==> src/rtl/pipe_pkg.sv <==
// pipe_pkg
// Shared definitions for the pipeline skid stage: state encoding, default
// payload widths and a saturating counter helper.
package pipe_pkg;

    localparam int PIPE_DATA_W = 192;
    localparam int PIPE_CTRL_W = 4;

    typedef enum logic [1:0] {
        ST_EMPTY = 2'd0,
        ST_FULL  = 2'd1,
        ST_SKID  = 2'd2
    } pipe_state_e;

    function automatic logic [15:0] sat_inc16(input logic [15:0] v);
        return (v == 16'hFFFF) ? v : v + 16'd1;
    endfunction

endpackage

==> src/rtl/pipe_entry.sv <==
// pipe_entry
// One payload storage register with load enable; cleared asynchronously by
// reset.
// Ports:
//   clk   - rising-edge clock
//   rst_n - async active-low clear
//   load  - capture d on the next edge
//   d     - incoming entry
//   q     - held entry
module pipe_entry #(
    parameter int W = 196
) (
    input  logic         clk,
    input  logic         rst_n,
    input  logic         load,
    input  logic [W-1:0] d,
    output logic [W-1:0] q
);

    always_ff @(posedge clk or negedge rst_n) begin
        if (!rst_n) begin
            q <= '0;
        end else if (load) begin
            q <= d;
        end
    end

endmodule

==> src/rtl/pipe_stage_skid.sv <==
// pipe_stage_skid
// Generic valid/ready pipeline stage. With SKID_EN=1 it holds up to two
// entries (head + skid) so in_ready comes straight from a flop; with
// SKID_EN=0 it is a single register whose in_ready looks through out_ready.
// Payload is opaque: callers concatenate their fields into in_data/in_ctrl.
// Ports:
//   clk, rst_n           - clock, async active-low reset
//   in_valid/in_ready    - upstream handshake
//   in_data/in_ctrl      - upstream payload
//   out_valid/out_ready  - downstream handshake
//   out_data/out_ctrl    - head payload (out_ctrl zeroed when not valid)
//   flush                - synchronous drop of all entries
//   bubble_cnt           - saturating count of cycles with out_valid=0
//
// state | meaning
// EMPTY | no entry held
// FULL  | head entry valid
// SKID  | head and skid entries valid, upstream stalled
module pipe_stage_skid
    import pipe_pkg::*;
#(
    parameter int DATA_W  = PIPE_DATA_W,
    parameter int CTRL_W  = PIPE_CTRL_W,
    parameter int SKID_EN = 1
) (
    input  logic              clk,
    input  logic              rst_n,
    input  logic              in_valid,
    output logic              in_ready,
    input  logic [DATA_W-1:0] in_data,
    input  logic [CTRL_W-1:0] in_ctrl,
    output logic              out_valid,
    input  logic              out_ready,
    output logic [DATA_W-1:0] out_data,
    output logic [CTRL_W-1:0] out_ctrl,
    input  logic              flush,
    output logic [15:0]       bubble_cnt
);

    localparam int ENT_W = DATA_W + CTRL_W;

    pipe_state_e       state_q, state_d;
    logic              in_ready_q;
    logic              out_valid_q;
    logic [15:0]       bubble_cnt_q;
    logic              accept;
    logic              take;
    logic              head_load;
    logic              skid_load;
    logic [ENT_W-1:0]  head_d;
    logic [ENT_W-1:0]  head_q;
    logic [ENT_W-1:0]  skid_q;

    // In register mode the stage can refill in the same cycle the head leaves,
    // which needs the combinational look-through of out_ready.
    assign in_ready = (SKID_EN != 0) ? in_ready_q : (!out_valid_q || out_ready);

    // Flush wins over both handshakes.
    assign accept = in_valid && in_ready && !flush;
    assign take   = out_valid_q && out_ready && !flush;

    always_comb begin
        state_d = state_q;
        if (flush) begin
            state_d = ST_EMPTY;
        end else begin
            case (state_q)
                ST_EMPTY: if (accept) state_d = ST_FULL;
                ST_FULL: begin
                    if (accept && !take) begin
                        state_d = (SKID_EN != 0) ? ST_SKID : ST_FULL;
                    end else if (take && !accept) begin
                        state_d = ST_EMPTY;
                    end
                end
                ST_SKID:  if (take) state_d = ST_FULL;
                default:  state_d = ST_EMPTY;
            endcase
        end
    end

    // Head refills from the skid entry when draining SKID, otherwise from input.
    assign head_d    = (state_q == ST_SKID) ? skid_q : {in_ctrl, in_data};
    assign head_load = !flush && (((state_q == ST_EMPTY) && accept) ||
                                  ((state_q == ST_FULL)  && accept && take) ||
                                  ((state_q == ST_SKID)  && take));
    assign skid_load = (SKID_EN != 0) && !flush && (state_q == ST_FULL) && accept && !take;

    always_ff @(posedge clk or negedge rst_n) begin
        if (!rst_n) begin
            state_q      <= ST_EMPTY;
            in_ready_q   <= 1'b1;
            out_valid_q  <= 1'b0;
            bubble_cnt_q <= '0;
        end else begin
            state_q     <= state_d;
            in_ready_q  <= (state_d != ST_SKID);
            out_valid_q <= (state_d != ST_EMPTY);
            if (!out_valid_q) begin
                bubble_cnt_q <= sat_inc16(bubble_cnt_q);
            end
        end
    end

    pipe_entry #(.W(ENT_W)) u_head (
        .clk   (clk),
        .rst_n (rst_n),
        .load  (head_load),
        .d     (head_d),
        .q     (head_q)
    );

    pipe_entry #(.W(ENT_W)) u_skid (
        .clk   (clk),
        .rst_n (rst_n),
        .load  (skid_load),
        .d     ({in_ctrl, in_data}),
        .q     (skid_q)
    );

    assign out_valid  = out_valid_q;
    assign out_data   = head_q[DATA_W-1:0];
    assign out_ctrl   = out_valid_q ? head_q[ENT_W-1:DATA_W] : '0;
    assign bubble_cnt = bubble_cnt_q;

endmodule

==> config.mk <==
export PLATFORM = sky130hd
export DESIGN_NAME = pipe_stage_skid
export DESIGN_NICKNAME = d
export VERILOG_FILES = /design/src/rtl/pipe_pkg.sv /design/src/rtl/pipe_entry.sv /design/src/rtl/pipe_stage_skid.sv
export SDC_FILE = /design/constraint.sdc
export NUM_CORES = 1
export LEC_CHECK = 0
export CAP_MARGIN = 10
export CORE_AREA = 2 2 173 260
export DETAILED_ROUTE_END_ITERATION = 7
export DIE_AREA = 0 0 175 262
export GPL_TIMING_DRIVEN = 0
export PLACE_DENSITY = 0.7
export SLEW_MARGIN = 20
export SYNTH_ARGS = -nofsm -noshare
export SYNTH_HDL_FRONTEND = slang
export SYNTH_SLANG_ARGS = --single-unit
==> constraint.sdc <==
create_clock -name clk -period 2.5 [get_ports clk]
set_input_delay 0.75 -clock clk [delete_from_list [all_inputs] [get_ports clk]]
set_output_delay 0.75 -clock clk [all_outputs]
set_load 0.05 [all_outputs]
==> results summary <==
The detailed-route via count is around 14k. The largest stage delay on the critical path is 0.47 ns. The overall die width came out at 175 um. The worst setup margin is 0.06024 ns. The worst-case IR drop observed on VDD is 0.0008600 V. The worst endpoint required time is 2.91 ns. The clock net in this run drives a total of 412 sinks. Timing analysis after detailed placement gives a worst setup slack of -0.8019 ns.

The number of primary I/O pins is roughly 420. In this run the standard cell core region covers about 44,000 um^2. TritonCTS built the clock tree. The number of pins exceeding their max-slew limit in the final report was 0. The number of nets in the synthesized netlist is 1,941. The number of placed instances with taps included came out at ~2.7k. Summed over all nets, the half-perimeter wirelength after detailed placement is 36.89 mm. On the critical path, the stage with the largest delay is an instance of sky130_fd_sc_hd__clkdlybuf4s50_1. In this run the static leakage power is 12.34 nW.

The number of cells in the finished layout apart from fillers came out at 2,823. The fraction of final layout cells sized beyond drive strength 1 came out at 29.80%. The total number of nets in the final design came out at 2,404. The final design instance area without fill is 25,660 um^2.

The share of synthesized area occupied by flip-flops and latches is 53.22%. The timing-limited maximum frequency is 409.9 MHz. The pin count of the biggest net entering global routing came out at 97.

The maximum clock skew at final layout came out at 0.01722 ns. In the layout the commonest cells are sky130_fd_sc_hd__nand2_1 (593), sky130_fd_sc_hd__dfrtp_1 (411), sky130_fd_sc_hd__mux2_2 (337), sky130_fd_sc_hd__dlygate4sd2_1 (210). The initial core utilization came out at roughly 44%. The critical path goes through clkdlybuf4s50_1, a21bo_2, nor4_4, buf_4, clkbuf_4, buf_4, mux2_2. The layout overhead on the synthesized area came out at 32.44%.

CTS built an H-tree with a depth of 2. The first-pass GRT wire length came out at 78.09 mm. The kind of cell with the highest combined delay along the critical path is buffers and inverters. The number of detailed-routing iterations run before antenna repair is 4. The floorplan step set the die height to 262 um. Synthesis instantiated 35 different standard cells from the library. The synthesized instance count is 1,739. The most numerous cell on the critical path is sky130_fd_sc_hd__buf_4. The proportion of synthesized flip-flops having asynchronous set or reset came out at 100.0%.

Once placement finished, the instance area stood at 24,350 um^2. After clock tree synthesis, the clock-pin slew on the worst setup and hold paths is approximately 0.06 ns. Setup violations remaining at the end of the flow were counted as 0. The starting DRC count in detailed routing came out at between 500 and 600. In this run the mean area of a mapped cell was 11.14 um^2. The library cell used most frequently in the layout, excluding fill and tap cells, is sky130_fd_sc_hd__nand2_1.

The run finished with clean final reports. The overall global routing resource usage is about 22%. The number of buffers inserted during clock tree synthesis is just over 40. The number of flip-flops and latches in the synthesized netlist is 412.

The maximum buffer depth of the clock tree is 3. The post-route fraction of the period consumed by the critical path is 97.59%. The post-synthesis instance area came out at 19,370 um^2. The time the worst path needs with I/O delays and setup came out at 2.440 ns.

The worst setup path is of the in -> reg kind. After detailed routing, the number of vias per cell comes to 4.794. The number of warnings printed during yosys synthesis came out at 0. STA puts the critical path data arrival time at about 2.9 ns. The power density of the placed cells came out at 1084 nW/um^2.

The count of final hold-check violations is 0. The overall overflow remaining after global route came out at 0. Input and output buffers added on the ports amount to approximately 410. The root buffer cell chosen for the clock tree is sky130_fd_sc_hd__clkbuf_16. Setup repair after global routing left no endpoint under its margin. The via count of the first global-routing pass is ~15k. At the end of the flow the core is filled with cells to 58.81%. The total power came out at 27.82 mW. The count of nets left with antenna violations once routing finished came out at 0.

Yosys mapped a number of flops with a built-in enable equal to 0. The clock network latency to the later pin of the worst-skew pair came out at around 0.54 ns. The class of the tightest hold or removal check is in -> async.

Among all flip-flop cells after synthesis, the most frequent one is sky130_fd_sc_hd__dfrtp_1. For this run, design rule violations remaining after detail routing come to 0. The worst hold slack across all endpoints came out at 0.2315 ns. The worst setup path is launched from an input port. Max-cap violations in this run came to 0. The critical path buffer and inverter count is 4. Dividing the detail-routed wire length by the instance count gives roughly 18 um. The die covers 45,850 um^2. The setup total negative slack is 0 ns. The relative slew slack is around 32%. The initial antenna violation count is 14. For the pin with the worst max-slew slack, the measured transition is slightly below 1 ns. The final weighted congestion in routability-driven placement is between 0.8 and 0.9. The final wirelength came out at approximately 50 mm. STA classifies the critical path endpoint as a flop. The highest fanout seen on the critical path is 10. The total number of placement rows came out at 94.
## report_power, final
group	internal [mW]	switching [mW]	leakage [nW]
Sequential	9.10	1.31	4.96
Clock	4.20	2.63	0.756
Combinational	4.47	6.13	6.63
## final cells by class
type,instances,area [um^2]
tap,576,720.7
clock buffer,57,1239
clock inverter,19,280.3
sequential,412,10310
multi-input combinational,1047,7128
fill,3727,17970
inverter,1,3.754
timing repair buffer,420,3996
buffer,279,1951
antenna,12,30.03
## what timing repair did
| item | in CTS | in global routing |
|---|---|---|
| hold buffers | 0 | 0 |
| pin swaps | 1 | 0 |
| gates resized for setup | 227 | 13 |
| setup buffers | 2 | 0 |
| endpoints found under the setup margin | 426 | 115 |
## state kept, by name, indices dropped and copies added (netlist names)
signal,flops
u_head.q,196
bubble_cnt,16
in_ready,1
out_valid,1
state_q,2
u_skid.q,196
## synthesized netlist by cell type (all sizes together) (2+ instances only)
master / n / area, um^2
nand4: 7 / 43.79
nand2: 593 / 2226
nand2b: 2 / 12.51
dfrtp: 411 / 10280
and2: 4 / 25.02
clkbuf: 41 / 153.9
and3: 4 / 25.02
nor2: 3 / 11.26
a21oi: 3 / 26.28
mux2: 393 / 4425
buf: 238 / 1778
xor2: 2 / 17.52
nor3: 2 / 10.01
xnor2: 13 / 113.9
and4: 4 / 35.03
nand3: 5 / 25.02
## routing by layer
metal	global-route usage, %	wire, um
met1	23.31	18290
met2	39.39	26170
met3	5.715	3178
met4	10.46	2129
met5	0	32
## worst paths after layout
path | from | endpoint | slack (ns) | cells after the start
worst max register to register | state_q[1]$_DFF_PN0_ | u_head.q[87]$_DFFE_PN0P_ | 0.17 | 7
min in group clk | u_skid.q[102]$_DFFE_PN0P_ | u_skid.q[102]$_DFFE_PN0P_ | 0.49 | 1
worst min-delay path | rst_n | bubble_cnt[6]$_DFFE_PN0P_ | 0.23 | 1
worst min register to register | u_skid.q[102]$_DFFE_PN0P_ | u_skid.q[102]$_DFFE_PN0P_ | 0.49 | 1
worst max-delay path | out_ready | u_skid.q[173]$_DFFE_PN0P_ | 0.06 | 7
max in group asynchronous | rst_n | u_skid.q[88]$_DFFE_PN0P_ | 0.95 | 3
## kinds of logic (layout without fill, tap and decap cells)
group | count (synthesis) | in the layout | share of synthesized area (%)
XOR/XNOR | 15 | 15 | 0.6781
AO/OA/AOI/OAI | 9 | 9 | 0.4715
buffers and inverters | 280 | 776 | 9.990
flip-flops | 412 | 412 | 53.22
AND/OR/NAND/NOR | 629 | 629 | 12.73
adder cells (fa/ha/maj) | 1 | 1 | 0.06457
other | 0 | 12 | 0
multiplexers | 393 | 393 | 22.84
Note: power is estimated with default switching activity, not from simulation.
